### src/rtl/raster_pkg.sv
// Shared definitions for the raster sample sequencer: state encoding, default
// coordinate width and the edge-function inside test.
package raster_pkg;

    localparam int CW_DEFAULT = 16;

    localparam logic [2:0] ST_IDLE   = 3'd0;
    localparam logic [2:0] ST_ISSUE  = 3'd1;
    localparam logic [2:0] ST_WAIT   = 3'd2;
    localparam logic [2:0] ST_EMIT   = 3'd3;
    localparam logic [2:0] ST_STEP   = 3'd4;
    localparam logic [2:0] ST_FINISH = 3'd5;

    typedef enum logic [2:0] {
        S_IDLE   = ST_IDLE,
        S_ISSUE  = ST_ISSUE,
        S_WAIT   = ST_WAIT,
        S_EMIT   = ST_EMIT,
        S_STEP   = ST_STEP,
        S_FINISH = ST_FINISH
    } state_t;

    // incl=1 keeps samples lying exactly on an edge; incl=0 rejects them.
    function automatic logic is_inside(input logic signed [31:0] e1,
                                       input logic signed [31:0] e2,
                                       input logic signed [31:0] e3,
                                       input logic               incl);
        if (incl)
            return (e1 >= 0) && (e2 >= 0) && (e3 >= 0);
        else
            return (e1 > 0) && (e2 > 0) && (e3 > 0);
    endfunction

endpackage

### src/rtl/raster_step.sv
// Combinational next-sample coordinate for a row-major walk over an inclusive
// signed box; sums carry one extra bit so the top of the range never wraps negative.
module raster_step
    import raster_pkg::*;
#(
    parameter int                    W    = CW_DEFAULT,
    parameter logic signed [W-1:0]   STEP = 1
) (
    input  logic signed [W-1:0] px,
    input  logic signed [W-1:0] py,
    input  logic signed [W-1:0] xmin,
    input  logic signed [W-1:0] xmax,
    input  logic signed [W-1:0] ymax,
    output logic signed [W-1:0] nx,
    output logic signed [W-1:0] ny,
    output logic                row_wrap,
    output logic                last
);

    logic signed [W:0] sum_x;
    logic signed [W:0] sum_y;
    logic              x_ovf;
    logic              y_ovf;

    assign sum_x = $signed({px[W-1], px}) + $signed({STEP[W-1], STEP});
    assign sum_y = $signed({py[W-1], py}) + $signed({STEP[W-1], STEP});
    assign x_ovf = sum_x[W] ^ sum_x[W-1];
    assign y_ovf = sum_y[W] ^ sum_y[W-1];

    assign row_wrap = x_ovf || (sum_x > $signed({xmax[W-1], xmax}));
    assign last     = row_wrap && (y_ovf || (sum_y > $signed({ymax[W-1], ymax})));
    assign nx       = row_wrap ? xmin : sum_x[W-1:0];
    assign ny       = row_wrap ? sum_y[W-1:0] : py;

endmodule

### src/rtl/raster_scan_ctrl.sv
// Walks a triangle's bounding box, issues one edge evaluation per sample and
// forwards covered samples as fragments.
module raster_scan_ctrl
    import raster_pkg::*;
#(
    parameter int                  CW   = CW_DEFAULT,
    parameter logic signed [CW-1:0] STEP = 16'sd1,
    parameter bit                  INCL = 1'b1
) (
    input  logic                 clk,
    input  logic                 rst_n,
    input  logic                 tri_valid,
    output logic                 tri_ready,
    input  logic signed [CW-1:0] bb_xmin,
    input  logic signed [CW-1:0] bb_xmax,
    input  logic signed [CW-1:0] bb_ymin,
    input  logic signed [CW-1:0] bb_ymax,
    output logic                 ef_valid,
    output logic signed [CW-1:0] ef_px,
    output logic signed [CW-1:0] ef_py,
    input  logic                 ef_done,
    input  logic signed [31:0]   ef_e1,
    input  logic signed [31:0]   ef_e2,
    input  logic signed [31:0]   ef_e3,
    output logic                 frag_valid,
    input  logic                 frag_ready,
    output logic signed [CW-1:0] frag_x,
    output logic signed [CW-1:0] frag_y,
    output logic signed [31:0]   frag_e1,
    output logic signed [31:0]   frag_e2,
    output logic signed [31:0]   frag_e3,
    output logic                 tri_done,
    output logic [15:0]          n_tested,
    output logic [15:0]          n_frags,
    output logic [2:0]           dbg_state
);

    // Handshakes: a transfer happens on a rising clk edge where valid and ready
    // are both high; a valid source holds its payload until that edge.

    state_t               state;
    logic signed [CW-1:0] xmin_r;
    logic signed [CW-1:0] xmax_r;
    logic signed [CW-1:0] ymax_r;
    logic signed [CW-1:0] nx;
    logic signed [CW-1:0] ny;
    logic                 row_wrap;
    logic                 last;

    assign dbg_state = state;

    raster_step #(.W(CW), .STEP(STEP)) u_step (
        .px       (ef_px),
        .py       (ef_py),
        .xmin     (xmin_r),
        .xmax     (xmax_r),
        .ymax     (ymax_r),
        .nx       (nx),
        .ny       (ny),
        .row_wrap (row_wrap),
        .last     (last)
    );

    always_ff @(posedge clk or negedge rst_n) begin
        if (!rst_n) begin
            state      <= S_IDLE;
            tri_ready  <= 1'b1;
            ef_valid   <= 1'b0;
            ef_px      <= '0;
            ef_py      <= '0;
            frag_valid <= 1'b0;
            frag_x     <= '0;
            frag_y     <= '0;
            frag_e1    <= '0;
            frag_e2    <= '0;
            frag_e3    <= '0;
            tri_done   <= 1'b0;
            n_tested   <= '0;
            n_frags    <= '0;
            xmin_r     <= '0;
            xmax_r     <= '0;
            ymax_r     <= '0;
        end else begin
            case (state)
                S_IDLE: begin
                    if (tri_valid) begin
                        xmin_r    <= bb_xmin;
                        xmax_r    <= bb_xmax;
                        ymax_r    <= bb_ymax;
                        ef_px     <= bb_xmin;
                        ef_py     <= bb_ymin;
                        n_tested  <= '0;
                        n_frags   <= '0;
                        tri_ready <= 1'b0;
                        // An empty box finishes without touching the edge unit.
                        if ((bb_xmin > bb_xmax) || (bb_ymin > bb_ymax)) begin
                            state    <= S_FINISH;
                            tri_done <= 1'b1;
                        end else begin
                            state    <= S_ISSUE;
                            ef_valid <= 1'b1;
                        end
                    end
                end
                S_ISSUE: begin
                    ef_valid <= 1'b0;
                    state    <= S_WAIT;
                end
                S_WAIT: begin
                    if (ef_done) begin
                        frag_e1  <= ef_e1;
                        frag_e2  <= ef_e2;
                        frag_e3  <= ef_e3;
                        n_tested <= (n_tested == 16'hFFFF) ? n_tested : n_tested + 16'd1;
                        if (is_inside(ef_e1, ef_e2, ef_e3, INCL)) begin
                            frag_valid <= 1'b1;
                            frag_x     <= ef_px;
                            frag_y     <= ef_py;
                            state      <= S_EMIT;
                        end else begin
                            state <= S_STEP;
                        end
                    end
                end
                S_EMIT: begin
                    if (frag_ready) begin
                        frag_valid <= 1'b0;
                        n_frags    <= (n_frags == 16'hFFFF) ? n_frags : n_frags + 16'd1;
                        state      <= S_STEP;
                    end
                end
                S_STEP: begin
                    ef_px <= nx;
                    ef_py <= ny;
                    if (last) begin
                        tri_done <= 1'b1;
                        state    <= S_FINISH;
                    end else begin
                        ef_valid <= 1'b1;
                        state    <= S_ISSUE;
                    end
                end
                S_FINISH: begin
                    tri_done  <= 1'b0;
                    tri_ready <= 1'b1;
                    state     <= S_IDLE;
                end
                default: begin
                    tri_ready <= 1'b1;
                    state     <= S_IDLE;
                end
            endcase
        end
    end

endmodule

### config.mk
export PLATFORM = sky130hd
export DESIGN_NAME = raster_scan_ctrl
export DESIGN_NICKNAME = d
export VERILOG_FILES = /design/src/rtl/raster_pkg.sv /design/src/rtl/raster_step.sv /design/src/rtl/raster_scan_ctrl.sv
export SDC_FILE = /design/constraint.sdc
export NUM_CORES = 1
export LEC_CHECK = 0
export ABC_AREA = 1
export CAP_MARGIN = 10
export CORE_MARGIN = 4
export CORE_UTILIZATION = 45
export CTS_BUF_LIST = sky130_fd_sc_hd__clkbuf_8
export DETAILED_ROUTE_END_ITERATION = 7
export GPL_ROUTABILITY_DRIVEN = 0
export GPL_TIMING_DRIVEN = 0
export PLACE_DENSITY = 0.86
export SETUP_SLACK_MARGIN = 0.15
export SLEW_MARGIN = 40
export SYNTH_ARGS = -nofsm -noshare
export SYNTH_HDL_FRONTEND = slang
export SYNTH_SLANG_ARGS = --single-unit
### constraint.sdc
create_clock -name clk -period 3.2 [get_ports clk]
set_input_delay 0.32 -clock clk [delete_from_list [all_inputs] [get_ports clk]]
set_output_delay 0.32 -clock clk [all_outputs]
set_load 0.02 [all_outputs]
==> metrics.log, run 1 <==
[metrics] net switching power of the design: 0.00799 W
[metrics] Final Hold Viols: 0
[metrics] core box area: 28100 µm²
[metrics] FF-to-FF path depth: 21
[metrics] number of synthesized flops with an enable pin: 0
[metrics] power density over cell area: ~1000 nW/µm²
[metrics] share of cells above drive strength 1: roughly 16%
[metrics] number of buffers added by the clock tree synthesis step: 43
[metrics] Synth async-reset ratio: 100%
[metrics] cell row count: ~60
[metrics] Max Clock Freq: 323 MHz
[metrics] Max transition margin: 52.0%
[metrics] number of global-route vias before repair: about 12000
[metrics] pre-CTS setup slack: -0.228 ns
[metrics] starting utilization of the core area: 46.2%
[metrics] worst stage delay on the critical path: 0.42 ns
[metrics] Distinct cells, synth: 43
[metrics] most used flip-flop cell after synthesis: sky130_fd_sc_hd__dfrtp_1
[metrics] share of synthesized area occupied by flip-flops and latches: 47.6%
[metrics] initial antenna violation count: 2
[metrics] relative contribution of the clock network to total power: 16.1%
[metrics] post-route antenna net violation count: 0
[metrics] CP top delay family: simple AND/OR/NAND/NOR gates
[metrics] Routed WL per cell: 18.9 µm
[metrics] latest clock arrival within the worst-skew pair: about 0.56 ns
[metrics] Post-DP HPWL: ~33000 µm
[metrics] total number of vias: about 12000
[metrics] buffers from clock root to sink, at most: 3
[metrics] via-per-instance ratio: 5.32
[metrics] setup TNS: 0 ns
[metrics] total setup violations reported at the end of the flow: 0
[metrics] TritonCTS clock tree: yes
[metrics] Slowest cell on crit path: sky130_fd_sc_hd__dfrtp_2
[metrics] biggest fanout along the worst timing path: 6
[metrics] Placed Instances: 2212
[metrics] Slew Limit Fails: 0
[metrics] Synth-to-Final Area Change: 43.9%
[metrics] leakage: 8.72 nW
[metrics] Clock Tree Root: sky130_fd_sc_hd__clkbuf_8
[metrics] post-layout worst setup margin: 0.100 ns
[metrics] critical path data required time: 3.60 ns
[metrics] number of nets at the end of the flow: 2152
[metrics] run status: finished, final reports clean
[metrics] detailed-routing iteration count for the pre-antenna-repair pass: 7
[metrics] net switching share of the total power: 42.9%
[metrics] clock-pin slew of the registers on the worst-case setup and hold paths: 0.06 ns
[metrics] Syn. warnings: 0
[metrics] I/O Buffers: 363
[metrics] Post-Syn Area: between 10000 and 15000 µm²
[metrics] crit path launch: ef_px[6]
[metrics] worst clock skew: 0.0271 ns
[metrics] endpoint kind of the worst setup timing path: flip-flop
[metrics] die outline area: between 30000 and 40000 µm²
[metrics] worst-margin pin slew: 0.720 ns
[metrics] largest net degree at the start of global routing: slightly below 80
[metrics] first-pass GRT wire length: 65400 µm
[metrics] WP depth: 21
[metrics] kind of launch point of the worst setup path: flip-flop
[metrics] Avg Synthesized Cell Area: 8.84 µm²
[metrics] post-layout instance count excluding filler cells: between 2000 and 2500
[metrics] Synthesized Nets: 1703
[metrics] overall global routing resource usage: about a quarter
[metrics] Internal Dissipation: 0.0106 W
[metrics] portion of total power attributed to sequential cells: ~30%
[metrics] Non-Filler Cell Area, Final: 18700 µm²
[metrics] setup repair after global routing missed its margin: true
[metrics] max capacitance violation total: 0
[metrics] Final Routed Wirelength: about 44000 µm
[metrics] r2r startpoint: ef_px[6]
[metrics] critical path class: flip-flop to flip-flop
[metrics] top-level I/O count: about 360
[metrics] total congestion overflow after global routing: 0
[metrics] count of buffer and inverter cells on the critical path: 4
[metrics] count of mapped cells out of synthesis: 1468
[metrics] #FFs+latches synth: between 200 and 250
[metrics] final critical-path required period: 3.10 ns
[metrics] Num Clock Sinks: 247
[metrics] Worst Path Arrival: 3.50 ns
[metrics] Clock H-tree levels: 2
[metrics] Finished Core Util: between 60 and 70%
[metrics] width of the chip: about 180 µm
[metrics] final period utilization: 96.9%
[metrics] worst min-delay path category: primary input to asynchronous set/reset pin
[metrics] count of routing violations after the opening detailed-route iteration: 1145
[metrics] total placed instance area: around 17000 µm²
[metrics] number of fill cells in the layout: 2109
[metrics] remaining routing DRC violations: 0
[metrics] combinational fraction of design power: 54.3%
[metrics] Die Ht: 178 µm
[metrics] largest voltage drop on the vdd net: 0.891 mV
[metrics] cell breakdown of the critical path: nand2_2, nor2_1, nand4_1, nor2_2, buf_4, xnor2_1, inv_1, ha_1, nand2_1, inv_1, nand2_1, a21oi_1, nor2_1, nand3_1, nand2_2, nand3_4, nand2_4, nand2_8, buf_8, o211ai_1, o21ai_1
[state kept, by name, indices dropped and copies added, names as in the netlist]
signal,count
frag_e1,32
frag_e2,32
frag_e3,32
ef_px,16
ef_py,16
frag_x,16
frag_y,16
n_frags,16
n_tested,16
xmax_r,16
xmin_r,16
ymax_r,16
dbg_state,3
ef_valid,1
frag_valid,1
tri_done,1
tri_ready,1
[cell families after synthesis]
logic type | count (synthesis) | share of synthesized area, %
simple gates | 601 | 19.7
flops | 247 | 47.6
buf+inv | 228 | 7.20
compound gates | 196 | 8.35
mux | 96 | 8.33
fa+ha+maj | 70 | 6.75
xor+xnor | 30 | 2.02
[worst paths after layout]
path | to | slack [ns]
setup / recovery | ef_py[6] | 0.10
hold / removal | frag_e3[16] | 0.23
setup reg to reg | ef_py[6] | 0.10
hold reg to reg | ef_valid | 0.48
max in group asynchronous | ef_py[1] | 1.89
min in group clk | xmax_r[10] | 0.38
[cell usage after synthesis, types with 2 or more instances]
cell	count	area share [%]
sky130_fd_sc_hd__nand3_1	62	2.4
sky130_fd_sc_hd__o31ai_1	11	0.64
sky130_fd_sc_hd__nor2_2	6	0.29
sky130_fd_sc_hd__clkbuf_1	22	0.64
sky130_fd_sc_hd__nand4_1	19	0.92
sky130_fd_sc_hd__nor3_2	2	0.15
sky130_fd_sc_hd__a21oi_2	2	0.13
sky130_fd_sc_hd__xor2_1	23	1.6
sky130_fd_sc_hd__dfrtp_1	246	47
sky130_fd_sc_hd__nand2_2	7	0.34
sky130_fd_sc_hd__o21a_1	3	0.17
sky130_fd_sc_hd__nand3_2	2	0.15
sky130_fd_sc_hd__inv_1	171	4.9
sky130_fd_sc_hd__o21ai_0	105	4.0
sky130_fd_sc_hd__o211ai_1	16	0.93
sky130_fd_sc_hd__o21ai_1	16	0.62
sky130_fd_sc_hd__or2_2	6	0.29
sky130_fd_sc_hd__mux2_2	96	8.3
sky130_fd_sc_hd__xnor2_1	7	0.47
sky130_fd_sc_hd__buf_1	3	0.087
sky130_fd_sc_hd__nor3_4	2	0.25
sky130_fd_sc_hd__nor3_1	11	0.42
sky130_fd_sc_hd__nand3_4	2	0.27
sky130_fd_sc_hd__nor4_1	5	0.24
sky130_fd_sc_hd__a21oi_1	36	1.4
sky130_fd_sc_hd__inv_2	9	0.26
sky130_fd_sc_hd__and3_1	2	0.096
sky130_fd_sc_hd__nand2_1	390	11
sky130_fd_sc_hd__buf_6	6	0.52
sky130_fd_sc_hd__a21o_1	3	0.17
sky130_fd_sc_hd__buf_2	12	0.46
sky130_fd_sc_hd__ha_1	70	6.7
sky130_fd_sc_hd__buf_4	5	0.29
sky130_fd_sc_hd__nor2_1	81	2.3
[cells in the final DEF (no fill, tap or decap), types with 53 or more instances in the layout]
cell | synthesis | routed
sky130_fd_sc_hd__clkdlybuf4s50_1 | 0 | 362
sky130_fd_sc_hd__mux2_2 | 96 | 96
sky130_fd_sc_hd__inv_1 | 171 | 182
sky130_fd_sc_hd__o21ai_0 | 105 | 104
sky130_fd_sc_hd__ha_1 | 70 | 67
sky130_fd_sc_hd__nor2_1 | 81 | 73
sky130_fd_sc_hd__clkbuf_8 | 0 | 53
sky130_fd_sc_hd__nand2_1 | 390 | 373
sky130_fd_sc_hd__nand3_1 | 62 | 54
sky130_fd_sc_hd__dfrtp_1 | 246 | 235
[power by group through the flow]
stage,Combinational (W),Clock (W),Sequential (W)
6_report,0.0101,0.00300,0.00550
3_3_place_gp,0.00878,0,0.00544
3_5_place_dp,0.00909,0,0.00550
2_1_floorplan,0.00399,0,0.00656
5_1_grt,0.0109,0.00318,0.00563
4_1_cts,0.00939,0.00304,0.00544
[final cells by class]
type,count,area (µm²),area share (%)
antenna,1,2.50,0.0134
buffer,48,279,1.49
clock buffer,53,729,3.91
clock inverter,22,151,0.811
inverter,180,678,3.63
multi-input combinational,993,6110,32.7
sequential,247,6200,33.2
tap,378,473,2.53
timing repair buffer,404,4050,21.7
[metrics by stage]
| stage | power, W | hold WS (ns) |
|---|---|---|
| floorplan | 0.0105 | 0.0244 |
| global placement | 0.0142 | 0.457 |
| detailed placement | 0.0146 | 0.200 |
| CTS | 0.0179 | 0.215 |
| global route | 0.0197 | 0.231 |
| finish | 0.0186 | 0.228 |
[routing by layer]
metal  GRT usage (%)  vias to the layer above  routed length [µm]
li1                -                     5687                   -
met1            33.0                     5912               16800
met2            43.9                      630               21500
met3            6.33                      144                3810
met4            9.54                        0                1860
met5               0                        -                   0
[repair_timing]
action	CTS	global route
setup buffers	13	21
cloned	0	3
hold buffers	1	0
pin swaps	8	37
setup endpoints to repair	35	35
endpoints found under the hold margin	125	0
resized for setup	22	58
(Power assumes the default switching activity.)
==> run 2, diff against run 1 <==
--- a/config.mk
+++ b/config.mk
@@ -11,9 +11,10 @@
 export CORE_UTILIZATION = 45
 export CTS_BUF_LIST = sky130_fd_sc_hd__clkbuf_8
 export DETAILED_ROUTE_END_ITERATION = 7
+export DONT_BUFFER_PORTS = 1
 export GPL_ROUTABILITY_DRIVEN = 0
 export GPL_TIMING_DRIVEN = 0
-export PLACE_DENSITY = 0.86
+export PLACE_DENSITY = 0.7
 export SETUP_SLACK_MARGIN = 0.15
 export SLEW_MARGIN = 40
 export SYNTH_ARGS = -nofsm -noshare
==> run 2 against run 1 <==
  * The run now ends with hold timing, setup timing left
  * Combinational power shrank 41%
  * Utilization shrank 8.0 points
  * Critical path depth shrank 1
  * Via count shrank 9.7%
  * Clock skew shrank 0.00082 ns
  * Hold slack lost 0.74 ns
  * Critical endpoint is now ef_py[10]
  * Largest power group is now registers
==> metrics.log, run 2 (synthesis results as in run 1) <==
[metrics] met3 Track Usage GR: 8.27% (+1.9 points)
[metrics] CTS Hold Buffers Added: 160 (+159)
[metrics] total number of vias: 11200 (-9.7%)
[metrics] failing checks: hold timing, setup timing
[metrics] net switching share of the total power: 46.2% (+3.3 points)
[metrics] TritonCTS clock tree: yes
[metrics] run status: complete, but fails checks
[metrics] Routed WL per cell: 19.6 µm (+3.5%)
[metrics] via-per-instance ratio: 5.31 (-0.17%)
[metrics] number of nets at the end of the flow: 1927 (-10%)
[metrics] Post-DP HPWL: 29400 µm (-11%)
[metrics] final period utilization: 100% (+3.3 points)
[metrics] Placed Instances: 1846 (-17%)
[metrics] most frequent cells in the layout: 377 x sky130_fd_sc_hd__nand2_1, 231 x sky130_fd_sc_hd__dfrtp_1, 184 x sky130_fd_sc_hd__inv_1
[metrics] initial antenna violation count: 0 (-2)
[metrics] setup repair after global routing missed its margin: true
[metrics] setup TNS: -0.00757 ns (-0.00757 ns)
[metrics] total setup violations reported at the end of the flow: 2 (+2)
[metrics] endpoint kind of the worst setup timing path: flip-flop
[metrics] top-level I/O count: 364 (unchanged)
[metrics] power density over cell area: 982 nW/µm² (-1.5%)
[metrics] overall global routing resource usage: 25.0% (-1.1 points)
[metrics] net switching power of the design: 0.00746 W (-6.7%)
[metrics] share of cells above drive strength 1: 17.7% (+1.4 points)
[metrics] relative contribution of the clock network to total power: 18.7% (+2.6 points)
[metrics] final critical-path required period: 3.20 ns (+0.105 ns)
[metrics] detailed-routing iteration count for the pre-antenna-repair pass: 5 (-2)
[metrics] cell row count: 61 (unchanged)
[metrics] I/O Buffers: 0 (-100%)
[metrics] Non-Filler Cell Area, Final: 16400 µm² (-12%)
[metrics] die outline area: 31600 µm² (unchanged)
[metrics] total congestion overflow after global routing: 0 (unchanged)
[metrics] kind of launch point of the worst setup path: flip-flop
[metrics] Internal Dissipation: 0.00868 W (-18%)
[metrics] clock-pin slew of the registers on the worst-case setup and hold paths: 0.07 ns (about the same)
[metrics] met1 track utilization from global routing: 31.4% (-1.6 points)
[metrics] Top Registers: frag_e1 x32, frag_e2 x32, frag_e3 x32
[metrics] post-layout instance count excluding filler cells: 2103 (-9.6%)
[metrics] width of the chip: 178 µm (unchanged)
[metrics] Min Hold Slack: -0.517 ns (-0.745 ns)
[metrics] Max transition margin: 49.4% (-2.6 points)
[metrics] worst-margin pin slew: 0.758 ns (+0.0385 ns)
[metrics] largest voltage drop on the vdd net: 0.531 mV (-40%)
[metrics] number of global-route vias before repair: 11400 (-8.2%)
[metrics] number of fill cells in the layout: 2433 (+15%)
[metrics] core box area: 28100 µm² (unchanged)
[metrics] Final Hold Viols: 247 (+247)
[metrics] critical path data required time: 3.60 ns (about the same)
[metrics] Max Clock Freq: 312 MHz (-3.3%)
[metrics] number of buffers added by the clock tree synthesis step: 43 (unchanged)
[metrics] Die Ht: 178 µm (unchanged)
[metrics] met2 layer usage reported by global route: 40.6% (-3.2 points)
[metrics] buffers from clock root to sink, at most: 3 (unchanged)
[metrics] Final Routed Wirelength: 41100 µm (-6.4%)
[metrics] post-route antenna net violation count: 0 (unchanged)
[metrics] Worst Path Arrival: 3.61 ns (+0.11 ns)
[metrics] largest net degree at the start of global routing: 248 (+220%)
[metrics] layer carrying the most global-route usage: met2
[metrics] total placed instance area: 13500 µm² (-22%)
[metrics] post-layout worst setup margin: -0.00426 ns (-0.105 ns)
[metrics] Synth-to-Final Area Change: 26.6%
[metrics] combinational fraction of design power: 36.6% (-18 points)
[metrics] most common cell after layout, fill and taps aside: sky130_fd_sc_hd__nand2_1
[metrics] count of routing violations after the opening detailed-route iteration: 886 (-23%)
[metrics] worst clock skew: 0.0263 ns (-0.000819 ns)
[metrics] leakage: 7.88 nW (-9.7%)
[metrics] starting utilization of the core area: 46.2% (unchanged)
[metrics] max capacitance violation total: 0 (unchanged)
[metrics] remaining routing DRC violations: 0 (unchanged)
[metrics] Clock Tree Root: sky130_fd_sc_hd__clkbuf_8
[metrics] Num Clock Sinks: 247 (unchanged)
[metrics] first-pass GRT wire length: 62100 µm (-5.0%)
[metrics] portion of total power attributed to sequential cells: 44.7% (+15 points)
[metrics] Clock H-tree levels: 2 (unchanged)
[metrics] critical path class: flip-flop to flip-flop
[metrics] worst min-delay path category: primary input to asynchronous set/reset pin
[metrics] latest clock arrival within the worst-skew pair: 0.54 ns (-0.02 ns)
[metrics] Slew Limit Fails: 0 (unchanged)
[metrics] biggest fanout along the worst timing path: 7 (+1)
run 2: worst paths after layout:
path	startpoint	endpoint	slack (ns)	cells after the start
max reg2reg	ef_px[0]	ef_py[10]	-0.004	20
min	rst_n	frag_e3[28]	-0.52	0
min reg2reg	xmin_r[15]	xmin_r[15]	0.48	2
max	ef_px[0]	ef_py[10]	-0.004	20
min in group clk	tri_valid	ef_valid	0.09	4
max in group asynchronous	rst_n	ef_py[1]	3.44	0
run 2: layer usage:
metal / wire length [µm] / share of wire (%)
met1: 16100 / 39
met4: 1440 / 3.5
met3: 3740 / 9.1
met5: 0 / 0
met2: 19800 / 48
run 2: final cells by class:
type	instances	area (µm²)	area share, %
clock buffer	55	757	4.61
sequential	247	6200	37.7
inverter	180	678	4.13
multi-input combinational	993	6160	37.5
timing repair buffer	179	1740	10.6
buffer	48	275	1.68
tap	378	473	2.88
antenna	1	2.50	0.0152
clock inverter	22	143	0.868
run 2: metrics by stage:
stage / setup WS (ns) / power [W] / util (%)
after global placement: -0.296 / 0.0120 / 47.9
after detailed placement: -0.351 / 0.0123 / 47.9
after global routing: -0.222 / 0.0173 / 58.5
after CTS: 0.00989 / 0.0158 / 57.4
after floorplan: 0.333 / 0.0105 / -
final: -0.00426 / 0.0161 / 58.5
run 2: repair_timing:
item                                    4_1_cts  5_1_grt
gates resized for setup                      40       47
pin swaps                                    18       38
hold endpoints to repair                    410      247
cloned                                        1        0
buffers inserted                              5       13
endpoints found under the setup margin       35       35
run 2: power groups by stage:
| stage | Sequential (W) | Combinational, W | Clock, W |
|---|---|---|---|
| finish | 0.00721 | 0.00591 | 0.00302 |
| global route | 0.00736 | 0.00665 | 0.00325 |
| CTS | 0.00716 | 0.00552 | 0.00311 |
| detailed placement | 0.00716 | 0.00510 | 0 |
| global placement | 0.00711 | 0.00491 | 0 |
| floorplan | 0.00656 | 0.00399 | 0 |
run 2: worst max-delay path, stage by stage, from the launching register on:
cell and delay [ns]:
sky130_fd_sc_hd__dfrtp_2 0.56, sky130_fd_sc_hd__ha_4 0.21, sky130_fd_sc_hd__nand2_4 0.05, sky130_fd_sc_hd__nor2_4 0.16, sky130_fd_sc_hd__nand2_2 0.11, sky130_fd_sc_hd__nor2_4 0.11
sky130_fd_sc_hd__nand2_2 0.07, sky130_fd_sc_hd__xnor2_2 0.16, sky130_fd_sc_hd__ha_1 0.32, sky130_fd_sc_hd__nand2_1 0.07, sky130_fd_sc_hd__nor2_2 0.11, sky130_fd_sc_hd__nand3_2 0.11
sky130_fd_sc_hd__nor2_2 0.11, sky130_fd_sc_hd__nand2_1 0.08, sky130_fd_sc_hd__nand4_1 0.13, sky130_fd_sc_hd__nand3_4 0.14, sky130_fd_sc_hd__nand2_2 0.11, sky130_fd_sc_hd__nand2_4 0.09
sky130_fd_sc_hd__buf_6 0.14, sky130_fd_sc_hd__o211ai_1 0.11, sky130_fd_sc_hd__o21ai_1 0.10
